## src/rtl/quiz_pkg.sv

```systemverilog
// rtl/quiz_pkg.sv - shared types and constants for the operator-quiz game
// Contents:
//   state_t     round sequencer states
//   OP_*        operator codes as delivered by the puzzle ROM (switch bit index)
//   seg7_digit  0..9 to active-high gfedcba segment pattern, shared with the displays
package quiz_pkg;

    typedef enum logic [2:0] {
        IDLE     = 3'd0,
        LOAD     = 3'd1,
        ARMED    = 3'd2,
        ANSWER   = 3'd3,
        FEEDBACK = 3'd4,
        DONE     = 3'd5
    } state_t;

    localparam logic [1:0] OP_ADD = 2'd0;
    localparam logic [1:0] OP_SUB = 2'd1;
    localparam logic [1:0] OP_MUL = 2'd2;
    localparam logic [1:0] OP_DIV = 2'd3;

    function automatic logic [6:0] seg7_digit(input logic [3:0] d);
        logic [6:0] seg;
        case (d)
            4'd0:    seg = 7'h3F;
            4'd1:    seg = 7'h06;
            4'd2:    seg = 7'h5B;
            4'd3:    seg = 7'h4F;
            4'd4:    seg = 7'h66;
            4'd5:    seg = 7'h6D;
            4'd6:    seg = 7'h7D;
            4'd7:    seg = 7'h07;
            4'd8:    seg = 7'h7F;
            4'd9:    seg = 7'h6F;
            default: seg = 7'h00;
        endcase
        return seg;
    endfunction

endpackage

```

## src/rtl/quiz_round_ctrl_if.sv

```systemverilog
// rtl/quiz_round_ctrl_if.sv - game-side signal bundle of the round sequencer
// Signals:
//   start, tick, switch[3:0], exp_op[1:0]          into the sequencer
//   pattern_idx, show, score, round, time_left,
//   correct, wrong, timeout, busy, game_over        out of the sequencer
// Modports: master = sequencer, slave = surrounding game logic / bench.
interface quiz_round_ctrl_if #(
    parameter int NUM_PATTERNS = 8
);
    localparam int IDX_W = $clog2(NUM_PATTERNS);

    logic             start;
    logic             tick;
    logic [3:0]       switch;
    logic [1:0]       exp_op;
    logic [IDX_W-1:0] pattern_idx;
    logic             show;
    logic [3:0]       score;
    logic [3:0]       round;
    logic [3:0]       time_left;
    logic             correct;
    logic             wrong;
    logic             timeout;
    logic             busy;
    logic             game_over;

    modport master (
        input  start, tick, switch, exp_op,
        output pattern_idx, show, score, round, time_left,
               correct, wrong, timeout, busy, game_over
    );

    modport slave (
        output start, tick, switch, exp_op,
        input  pattern_idx, show, score, round, time_left,
               correct, wrong, timeout, busy, game_over
    );

endinterface

```

## src/rtl/switch_sync_edge.sv

```systemverilog
// rtl/switch_sync_edge.sv - 4-bit two-flop switch synchronizer with rising-edge pulses
// Ports:
//   clk      in   system clock
//   reset    in   asynchronous active-low reset
//   sw_in    in   raw switches
//   sw_sync  out  synchronized switch levels
//   sw_rise  out  one-cycle pulse per bit on a synchronized 0->1 transition
module switch_sync_edge (
    input  logic       clk,
    input  logic       reset,
    input  logic [3:0] sw_in,
    output logic [3:0] sw_sync,
    output logic [3:0] sw_rise
);

    logic [3:0] meta_q;
    logic [3:0] sync_q;
    logic [3:0] prev_q;

    always_ff @(posedge clk or negedge reset) begin
        if (!reset) begin
            meta_q <= 4'b0;
            sync_q <= 4'b0;
            prev_q <= 4'b0;
        end else begin
            meta_q <= sw_in;
            sync_q <= meta_q;
            prev_q <= sync_q;
        end
    end

    assign sw_sync = sync_q;
    assign sw_rise = sync_q & ~prev_q;

endmodule

```

## src/rtl/quiz_round_ctrl.sv

```systemverilog
// rtl/quiz_round_ctrl.sv - operator-quiz round sequencer: load, arm, answer window, scoring
// Ports:
//   clk    in   system clock
//   reset  in   asynchronous active-low reset
//   bus    quiz_round_ctrl_if.master: start/tick/switch/exp_op in;
//          pattern_idx/show/score/round/time_left/correct/wrong/timeout/busy/game_over out
module quiz_round_ctrl
    import quiz_pkg::*;
#(
    parameter int NUM_PATTERNS = 8,
    parameter int ROUNDS       = 8,
    parameter int ANS_TICKS    = 5,
    parameter int FB_TICKS     = 2,
    parameter int SCORE_MAX    = 9
) (
    input  logic              clk,
    input  logic              reset,
    quiz_round_ctrl_if.master bus
);

    localparam int IDX_W = $clog2(NUM_PATTERNS);

    state_t           state_q, state_n;
    logic [IDX_W-1:0] pidx_q, pidx_n;
    logic [3:0]       round_q, round_n;
    logic [3:0]       score_q, score_n;
    logic [3:0]       tleft_q, tleft_n;
    logic [3:0]       fb_q, fb_n;
    logic [1:0]       exp_q, exp_n;
    logic             load2_q, load2_n;
    logic             correct_q, correct_n;
    logic             wrong_q, wrong_n;
    logic             timeout_q, timeout_n;
    logic             start_q;
    logic             start_edge;
    logic [3:0]       sw_sync;
    logic [3:0]       sw_rise;

    switch_sync_edge u_sync (
        .clk     (clk),
        .reset   (reset),
        .sw_in   (bus.switch),
        .sw_sync (sw_sync),
        .sw_rise (sw_rise)
    );

    assign start_edge = bus.start & ~start_q;

    always_ff @(posedge clk or negedge reset) begin
        if (!reset) begin
            state_q   <= IDLE;
            pidx_q    <= '0;
            round_q   <= 4'd0;
            score_q   <= 4'd0;
            tleft_q   <= 4'd0;
            fb_q      <= 4'd0;
            exp_q     <= 2'd0;
            load2_q   <= 1'b0;
            correct_q <= 1'b0;
            wrong_q   <= 1'b0;
            timeout_q <= 1'b0;
            start_q   <= 1'b0;
        end else begin
            state_q   <= state_n;
            pidx_q    <= pidx_n;
            round_q   <= round_n;
            score_q   <= score_n;
            tleft_q   <= tleft_n;
            fb_q      <= fb_n;
            exp_q     <= exp_n;
            load2_q   <= load2_n;
            correct_q <= correct_n;
            wrong_q   <= wrong_n;
            timeout_q <= timeout_n;
            start_q   <= bus.start;
        end
    end

    always_comb begin
        state_n   = state_q;
        pidx_n    = pidx_q;
        round_n   = round_q;
        score_n   = score_q;
        tleft_n   = tleft_q;
        fb_n      = fb_q;
        exp_n     = exp_q;
        load2_n   = load2_q;
        correct_n = 1'b0;
        wrong_n   = 1'b0;
        timeout_n = 1'b0;

        case (state_q)
            IDLE, DONE: begin
                if (start_edge) begin
                    state_n = LOAD;
                    round_n = 4'd1;
                    score_n = 4'd0;
                    pidx_n  = '0;
                    load2_n = 1'b0;
                end
            end
            LOAD: begin
                // ROM output lags pattern_idx by one cycle, so sample on the second cycle.
                if (!load2_q) begin
                    load2_n = 1'b1;
                end else begin
                    load2_n = 1'b0;
                    exp_n   = bus.exp_op;
                    state_n = ARMED;
                end
            end
            ARMED: begin
                // A switch still held from the previous round must be released first.
                if (sw_sync == 4'b0) begin
                    state_n = ANSWER;
                    tleft_n = 4'(ANS_TICKS);
                end
            end
            ANSWER: begin
                // Answer edge has priority over a coincident final tick.
                if (|sw_rise) begin
                    if (sw_sync == (4'b0001 << exp_q)) begin
                        correct_n = 1'b1;
                        if (score_q < 4'(SCORE_MAX)) begin
                            score_n = score_q + 4'd1;
                        end
                    end else begin
                        wrong_n = 1'b1;
                    end
                    state_n = FEEDBACK;
                    tleft_n = 4'd0;
                    fb_n    = 4'(FB_TICKS);
                end else if (bus.tick) begin
                    tleft_n = tleft_q - 4'd1;
                    if (tleft_q == 4'd1) begin
                        timeout_n = 1'b1;
                        state_n   = FEEDBACK;
                        fb_n      = 4'(FB_TICKS);
                    end
                end
            end
            FEEDBACK: begin
                if (bus.tick) begin
                    if (fb_q == 4'd1) begin
                        if (round_q == 4'(ROUNDS)) begin
                            state_n = DONE;
                        end else begin
                            round_n = round_q + 4'd1;
                            pidx_n  = (pidx_q == IDX_W'(NUM_PATTERNS - 1)) ? '0 : pidx_q + 1'b1;
                            load2_n = 1'b0;
                            state_n = LOAD;
                        end
                    end else begin
                        fb_n = fb_q - 4'd1;
                    end
                end
            end
            default: state_n = IDLE;
        endcase
    end

    assign bus.pattern_idx = pidx_q;
    assign bus.score       = score_q;
    assign bus.round       = round_q;
    assign bus.time_left   = tleft_q;
    assign bus.correct     = correct_q;
    assign bus.wrong       = wrong_q;
    assign bus.timeout     = timeout_q;
    assign bus.show        = (state_q != IDLE) && (state_q != DONE);
    assign bus.busy        = (state_q != IDLE) && (state_q != DONE);
    assign bus.game_over   = (state_q == DONE);

endmodule

```

## src/flat_wrapper.sv

```systemverilog
// flat-port wrapper written by rule: the top's interface ports become plain ports
module quiz_round_ctrl_flat import quiz_pkg::*;
#(
    parameter int NUM_PATTERNS = 8,
    parameter int ROUNDS       = 8,
    parameter int ANS_TICKS    = 5,
    parameter int FB_TICKS     = 2,
    parameter int SCORE_MAX    = 9
)
  (clk, reset, bus_start, bus_tick, bus_switch, bus_exp_op, bus_pattern_idx, bus_show, bus_score, bus_round, bus_time_left, bus_correct, bus_wrong, bus_timeout, bus_busy, bus_game_over);
  quiz_round_ctrl_if #(.NUM_PATTERNS(NUM_PATTERNS)) bus_i ();
  input  logic clk;
  input  logic reset;
  input wire logic [$bits(bus_i.start)-1:0] bus_start;
  input wire logic [$bits(bus_i.tick)-1:0] bus_tick;
  input wire logic [$bits(bus_i.switch)-1:0] bus_switch;
  input wire logic [$bits(bus_i.exp_op)-1:0] bus_exp_op;
  output wire logic [$bits(bus_i.pattern_idx)-1:0] bus_pattern_idx;
  output wire logic [$bits(bus_i.show)-1:0] bus_show;
  output wire logic [$bits(bus_i.score)-1:0] bus_score;
  output wire logic [$bits(bus_i.round)-1:0] bus_round;
  output wire logic [$bits(bus_i.time_left)-1:0] bus_time_left;
  output wire logic [$bits(bus_i.correct)-1:0] bus_correct;
  output wire logic [$bits(bus_i.wrong)-1:0] bus_wrong;
  output wire logic [$bits(bus_i.timeout)-1:0] bus_timeout;
  output wire logic [$bits(bus_i.busy)-1:0] bus_busy;
  output wire logic [$bits(bus_i.game_over)-1:0] bus_game_over;
  assign bus_i.start = bus_start;
  assign bus_i.tick = bus_tick;
  assign bus_i.switch = bus_switch;
  assign bus_i.exp_op = bus_exp_op;
  assign bus_pattern_idx = bus_i.pattern_idx;
  assign bus_show = bus_i.show;
  assign bus_score = bus_i.score;
  assign bus_round = bus_i.round;
  assign bus_time_left = bus_i.time_left;
  assign bus_correct = bus_i.correct;
  assign bus_wrong = bus_i.wrong;
  assign bus_timeout = bus_i.timeout;
  assign bus_busy = bus_i.busy;
  assign bus_game_over = bus_i.game_over;
  quiz_round_ctrl #(.NUM_PATTERNS(NUM_PATTERNS), .ROUNDS(ROUNDS), .ANS_TICKS(ANS_TICKS), .FB_TICKS(FB_TICKS), .SCORE_MAX(SCORE_MAX)) u_core (.clk(clk), .reset(reset), .bus(bus_i));
endmodule
```

## config.mk

```make
export PLATFORM = sky130hd
export DESIGN_NAME = quiz_round_ctrl_flat
export DESIGN_NICKNAME = d
export VERILOG_FILES = /design/src/rtl/quiz_pkg.sv /design/src/rtl/quiz_round_ctrl_if.sv /design/src/rtl/switch_sync_edge.sv /design/src/rtl/quiz_round_ctrl.sv /design/src/flat_wrapper.sv
export SDC_FILE = /design/constraint.sdc
export NUM_CORES = 1
export LEC_CHECK = 0
export BUFFER_PORTS_ARGS = -buffer_cell sky130_fd_sc_hd__buf_2
export CORE_AREA = 2 2 66 100
export DETAILED_ROUTE_END_ITERATION = 10
export DIE_AREA = 0 0 68 102
export PLACE_DENSITY = 0.53
export SYNTH_ARGS = -nofsm -noshare
export SYNTH_HDL_FRONTEND = slang
export SYNTH_SLANG_ARGS = --single-unit
```

## constraint.sdc

```tcl
create_clock -name clk -period 2.47 [get_ports clk]
set_input_delay 0.494 -clock clk [delete_from_list [all_inputs] [get_ports clk]]
set_output_delay 0.494 -clock clk [all_outputs]
set_load 0.005 [all_outputs]
```

### Word-level counts from Yosys, hierarchy flattened

Index checks and enable logic that the tools add are counted.
W data, S select, Z words.

| cells by class | value |
|---|---|
| bitwise gates (word level) | 4 |
| shifts and indexed selects | 1 |
| add/sub/neg operators | 5 |
| equal/unequal tests | 23 |
| reduce and logical (&&, ||, !) cells | 18 |
| $lt $le $gt $ge | 1 |
| muxes and demuxes | 52 |

Operators with widths:

| operator | count |
|---|---|
| $mux W4 | 16 |
| $mux W3 | 14 |
| $pmux W4 S2 | 4 |
| $reduce_and A5 Y1 | 4 |
| $mux W1 | 15 |
| $pmux W3 S5 | 1 |
| $ne A2 B1 Y1 const B | 7 |
| $eq A3 B3 Y1 const B | 3 |
| $add A4 B1 Y4 const B | 2 |
| $eq A4 B1 Y1 const B | 2 |
| $reduce_bool A2 Y1 | 4 |
| $sub A4 B1 Y4 const B | 2 |
| $reduce_and A7 Y1 | 1 |
| $eq A3 B2 Y1 const B | 2 |
| $ne A2 B2 Y1 const B | 3 |
| $pmux W3 S2 | 1 |
| $reduce_bool A3 Y1 | 2 |
| $and A4 B4 Y4 | 1 |
| $eq A4 B4 Y1 | 1 |
| $eq A4 B4 Y1 const B | 1 |
| $logic_not A4 Y1 | 1 |
| $lt A4 B4 Y1 const B | 1 |
| $not A4 Y4 | 1 |
| $reduce_or A4 Y1 | 1 |
| 14 further kinds | 14 |

| word-level totals | value |
|---|---|
| input port bits | 10 |
| output and inout bits | 21 |
| flip-flop bits (word level) | 41 |

### Logic depth before layout (Yosys ltp)

| depth | value |
|---|---|
| depth in word-level cells | 6 |
| gate-level depth with buffers | 8 |
| gate-level depth less buffers | 7 |

### Modules after synthesis

Synthesis repeated with hierarchy kept, for this count alone.

| unflattened totals | value |
|---|---|
| cells, all modules | 195 |
| area total of the unflattened synthesis | 2128.3 um2 |

By module, submodules not included:

| module | cells each | times used | area each (um2) |
|---|---|---|---|
| quiz_round_ctrl | 179 | 1 | 1773.0 |
| switch_sync_edge | 16 | 1 | 355.3 |

### Worst setup path before layout

No wires, ideal clock.

| timing path | value |
|---|---|
| path type | flip-flop to flip-flop |
| start | register u_core.fb_q[1] |
| end | register u_core.round_q[3] (netlist: u_core.bus.round[3]) |
| data arrival time | 1.603 ns |
| library setup time | 0.092 ns |
| setup slack | 0.776 ns |
| cell stages (with the launch flop) | 8 |
| period minus slack after synthesis | 1.694 ns |
| data required time | 2.378 ns |
| cell sequence | dfrtp_1 -> inv_1 -> ha_1 -> nand2b_1 -> o21a_1 -> a2111o_1 -> or2_4 -> o31ai_2 |

| on the way | value |
|---|---|
| word-level cells in the longest chain between the ends | 3 |

RTL lines:

| element | RTL line | RTL |
|---|---|---|
| start: declaration | quiz_round_ctrl.sv:28 | `logic [3:0] fb_q, fb_n;` |
| start signal: assignment | quiz_round_ctrl.sv:69 | `fb_q <= fb_n;` |
| $eq A4 B1 Y1 | quiz_round_ctrl.sv:144 | `if (fb_q == 4'd1) begin` |
| $ne A2 B1 Y1 (no source line) | -- |  |
| $reduce_and A5 Y1 (no source line) | -- |  |
| end signal: assignment | quiz_round_ctrl.sv:66 | `round_q <= round_n;` |
| end: declaration | quiz_round_ctrl.sv:25 | `logic [3:0] round_q, round_n;` |

No other way between the ends.
A chain may end at the register's enable or synchronous reset.

### Worst setup path in the final report

| timing path | value |
|---|---|
| start | register u_core.state_q[2] |
| end | register u_core.round_q[3] (netlist: u_core.bus.round[3]) |

| on the way | value |
|---|---|
| word-level cells in the longest chain between the ends | 4 |

RTL lines:

| element | RTL line | RTL |
|---|---|---|
| start: declaration | quiz_round_ctrl.sv:23 | `state_t state_q, state_n;` |
| start signal: assignment | quiz_round_ctrl.sv:64 | `state_q <= state_n;` |
| $eq A3 B3 Y1 or $logic_not A3 Y1 (tied branches) | quiz_round_ctrl.sv:92 | `case (state_q)` |
| $reduce_or A2 Y1 | quiz_round_ctrl.sv:92 |  |
| $ne A2 B1 Y1 (no source line) or $reduce_bool A2 Y1 (tied branches) | -- |  |
| $reduce_and A5 Y1 (no source line) | -- |  |

Parallel ways exist; a longest one is shown, timed or not.

==> summary.md <==
| Metric | Value |
|---|---|
| Post-layout net count | `256` |
| Post-cts hold buffer count | `0` |
| Layout area overhead | `14.6%` |
| Root buffer cell | `clkbuf_8` |
| Routability congestion estimate | `between 0.7 and 0.8` |
| Commonest cells after routing, fill and taps aside | `dfrtp_1 (41), buf_2 (30), nand2_1 (22), nor2_1 (14), inv_1 (12)` |
| Vias in the first global route | `1500` |
| Dpl ws | `0.386 ns` |
| Tmin final | `2.09 ns` |
| Max Slew Vio Count | `0` |
| Core Box Area | `6040 um^2` |
| Max Buffers Root-to-Sink | `2` |
| Leak pwr | `0.00113 uW` |
| Synth cell types | `50` |
| Diodes inserted | `0` |
| Syn nets | `224` |
| Final WL | `slightly below 4000 um` |
| Mapped cell area | `around 2100 um^2` |
| Vias/cell | `about 5.0` |
| WS Path Type | `reg -> reg` |
| Psw | `907 uW` |
| Setup Skew | `0.00248 ns` |
| Average wire per standard cell | `12.7 um` |
| Critical Path RT | `2.68 ns` |
| Total GRT Usage | `12.9%` |
| Sinks on Clock Net | `41` |
| H-tree depth | `2` |
| Initial antenna violation count | `0` |
| CP endpoint kind | `flop` |
| Antenna Nets Post-Route | `0` |
| Setup WS post-layout | `0.381 ns` |
| Slew of the pin with the lowest slew margin | `between 0.5 and 0.6 ns` |
| Post-synth EDFFs | `0` |
| Switching Share | `38.3%` |
| Sequential-to-total area share from yosys stat | `49.6%` |
| CTS tree | `built` |
| First-pass GRT wire length | `6860 um` |
| RSZ-0062 raised after global routing | `false` |
| Drt first pass iters | `3` |
| Worst-path clk slew | `~0.08 ns` |
| Largest net degree at the start of global routing | `25` |
| Initial Utilization | `34.2%` |
| Hold Crit Class | `in -> async` |
| CP cell instances | `nor3b_2 -> o21a_1 -> a2111o_1 -> or2_4 -> o31ai_2` |
| Worst setup SP type | `flop` |
| Hpwl dp | `3020 um` |
| Internal power | `1460 uW` |
| Cts repair resizes | `0` |
| Final Cycle Share | `between 80% and 90%` |
| Reg2reg path depth | `5` |
| Async S/R FF share, synth | `100%` |
| Ratio of cells with drive above 1 in the final layout | `20.7%` |
| Syn avg cell area | `10.1 um^2` |
| CP arrival | `2.30 ns` |
| Crit-path max FO | `15` |
| Max_slew headroom | `between 60% and 70%` |
| Mapped Cells | `about 200` |
| Number of synthesized register bits | `41` |
| Final hold viol count | `0` |
| Max Cap Viol | `0` |
| Total negative slack | `0 ns` |
| # port buffers | `30` |
| Number of cells on the critical path | `5` |
| Clock Latency Late Sink | `0.29 ns` |
| Slowest Stage Delay on Critical Path | `0.54 ns` |
| CP Buf/Inv Count | `0` |
| Die X | `68 um` |
| Max frequency | `479 MHz` |
| Setup Viol. Count Final | `0` |
| Row count | `35` |
| Combinational Power Share | `36.2%` |
| PwrDens | `999 nW/um^2` |
| Crit path max-delay family | `compound AO/OA/AOI/OAI gates` |
| First DRT Iteration DRCs | `72` |
| Most common cell after layout, fill and taps aside | `dfrtp_1` |
| Warnings from Yosys | `0` |
| Commonest register cell after synthesis | `dfrtp_1` |
| Core Util, Final | `39.2%` |
| I/O pin cnt | `31` |
| DRC | `0` |
| Full die area | `6940 um^2` |
| Outcome | `completed` |
| GR Overflow Total | `0` |
| Flop pwr share | `approximately 45%` |
| Maximum vdd drop | `0.476 mV` |
| Setup Buffers After CTS | `0` |
| Vias | `1545` |
| Die H | `102 um` |
| Worst-path cell with the longest stage delay | `dfrtp_1` |
| Total CTS buffers | `5` |
| Clk network pwr share | `a little under a fifth` |
-- cell families (layout without fill, tap and decap cells) --
kind of cell	after synthesis	after routing	synth area share (%)
AND/OR/NAND/NOR	80	80	21.0
AO/OA/AOI/OAI	52	52	17.8
flip-flops	41	41	49.6
buffers and inverters	18	51	4.05
adder cells (fa/ha/maj)	10	10	6.05
multiplexers	2	2	1.09
XOR/XNOR	1	1	0.423
-- cells in the mapped netlist (4+ instances only) --
| library cell | instances | area (um^2) |
|---|---|---|
| a21o_1 | 5 | 37.5 |
| a21oi_1 | 5 | 25.0 |
| dfrtp_1 | 41 | 1030 |
| ha_1 | 10 | 125 |
| inv_1 | 12 | 45.0 |
| nand2_1 | 22 | 82.6 |
| nand2b_1 | 10 | 62.6 |
| nor2_1 | 14 | 52.6 |
| nor3_1 | 7 | 35.0 |
| nor3b_1 | 5 | 37.5 |
| o21ai_0 | 9 | 45.0 |
| o21ai_1 | 8 | 40.0 |
| o21bai_1 | 4 | 30.0 |
-- layer usage --
layer / part of all wire (%) / track usage [%] / up-vias
li1: - / - / 783
met1: 44 / 16.1 / 730
met2: 51 / 21.4 / 26
met3: 3.2 / 2.31 / 6
met4: 2.1 / 5.54 / 0
met5: 0 / 0 / -
-- worst paths after layout --
check,slack [ns],start,end
max in group asynchronous,1.71,reset,u_core.bus.time_left[3]
max reg2reg,0.38,u_core.state_q[2],u_core.bus.round[3]
min in group clk,0.30,bus_switch[2],u_core.u_sync.meta_q[2]
min,0.12,reset,u_core.u_sync.meta_q[0]
min reg2reg,0.35,u_core.u_sync.meta_q[1],u_core.u_sync.sw_sync[1]
max,0.38,u_core.state_q[2],u_core.bus.round[3]
-- power by group through the flow --
stage          combinational (uW)  clock (uW)  sequential (uW)
2_1_floorplan                 682           0             1010
3_3_place_gp                  869           0             1080
3_5_place_dp                  879           0             1080
4_1_cts                       880         469             1070
5_1_grt                       991         489             1110
6_report                      858         444             1070
-- through the flow --
stage          cell area [um^2]  std cells  hold slack, ns  power [uW]
3_5_place_dp               2280        303           0.335        1960
3_3_place_gp               2280        303           0.333        1950
5_1_grt                    2370        311           0.131        2590
4_1_cts                    2370        311           0.119        2420
6_report                   2370        311           0.117        2370
2_1_floorplan              2070        204           0.198        1690
-- area by class of cell --
| cell class | instances | area, um^2 |
|---|---|---|
| Clock buffer | 5 | 68.8 |
| Multi-Input combinational cell | 145 | 960 |
| Fill cell | 631 | 3670 |
| Inverter | 12 | 45.0 |
| Sequential cell | 41 | 1030 |
| Timing Repair Buffer | 31 | 158 |
| Clock inverter | 3 | 21.3 |
| Tap cell | 74 | 92.6 |
-- flip-flops by register name, summed over array words and instances (netlist names) --
signal / count
u_core.bus.round: 4
u_core.bus.score: 4
u_core.bus.time_left: 4
u_core.fb_q: 4
u_core.u_sync.meta_q: 4
u_core.u_sync.prev_q: 4
u_core.u_sync.sw_sync: 4
u_core.bus.pattern_idx: 3
u_core.state_q: 3
u_core.exp_q: 2
u_core.bus.correct: 1
u_core.bus.timeout: 1
u_core.bus.wrong: 1
u_core.load2_q: 1
u_core.start_q: 1
(Power assumes the default switching activity.)
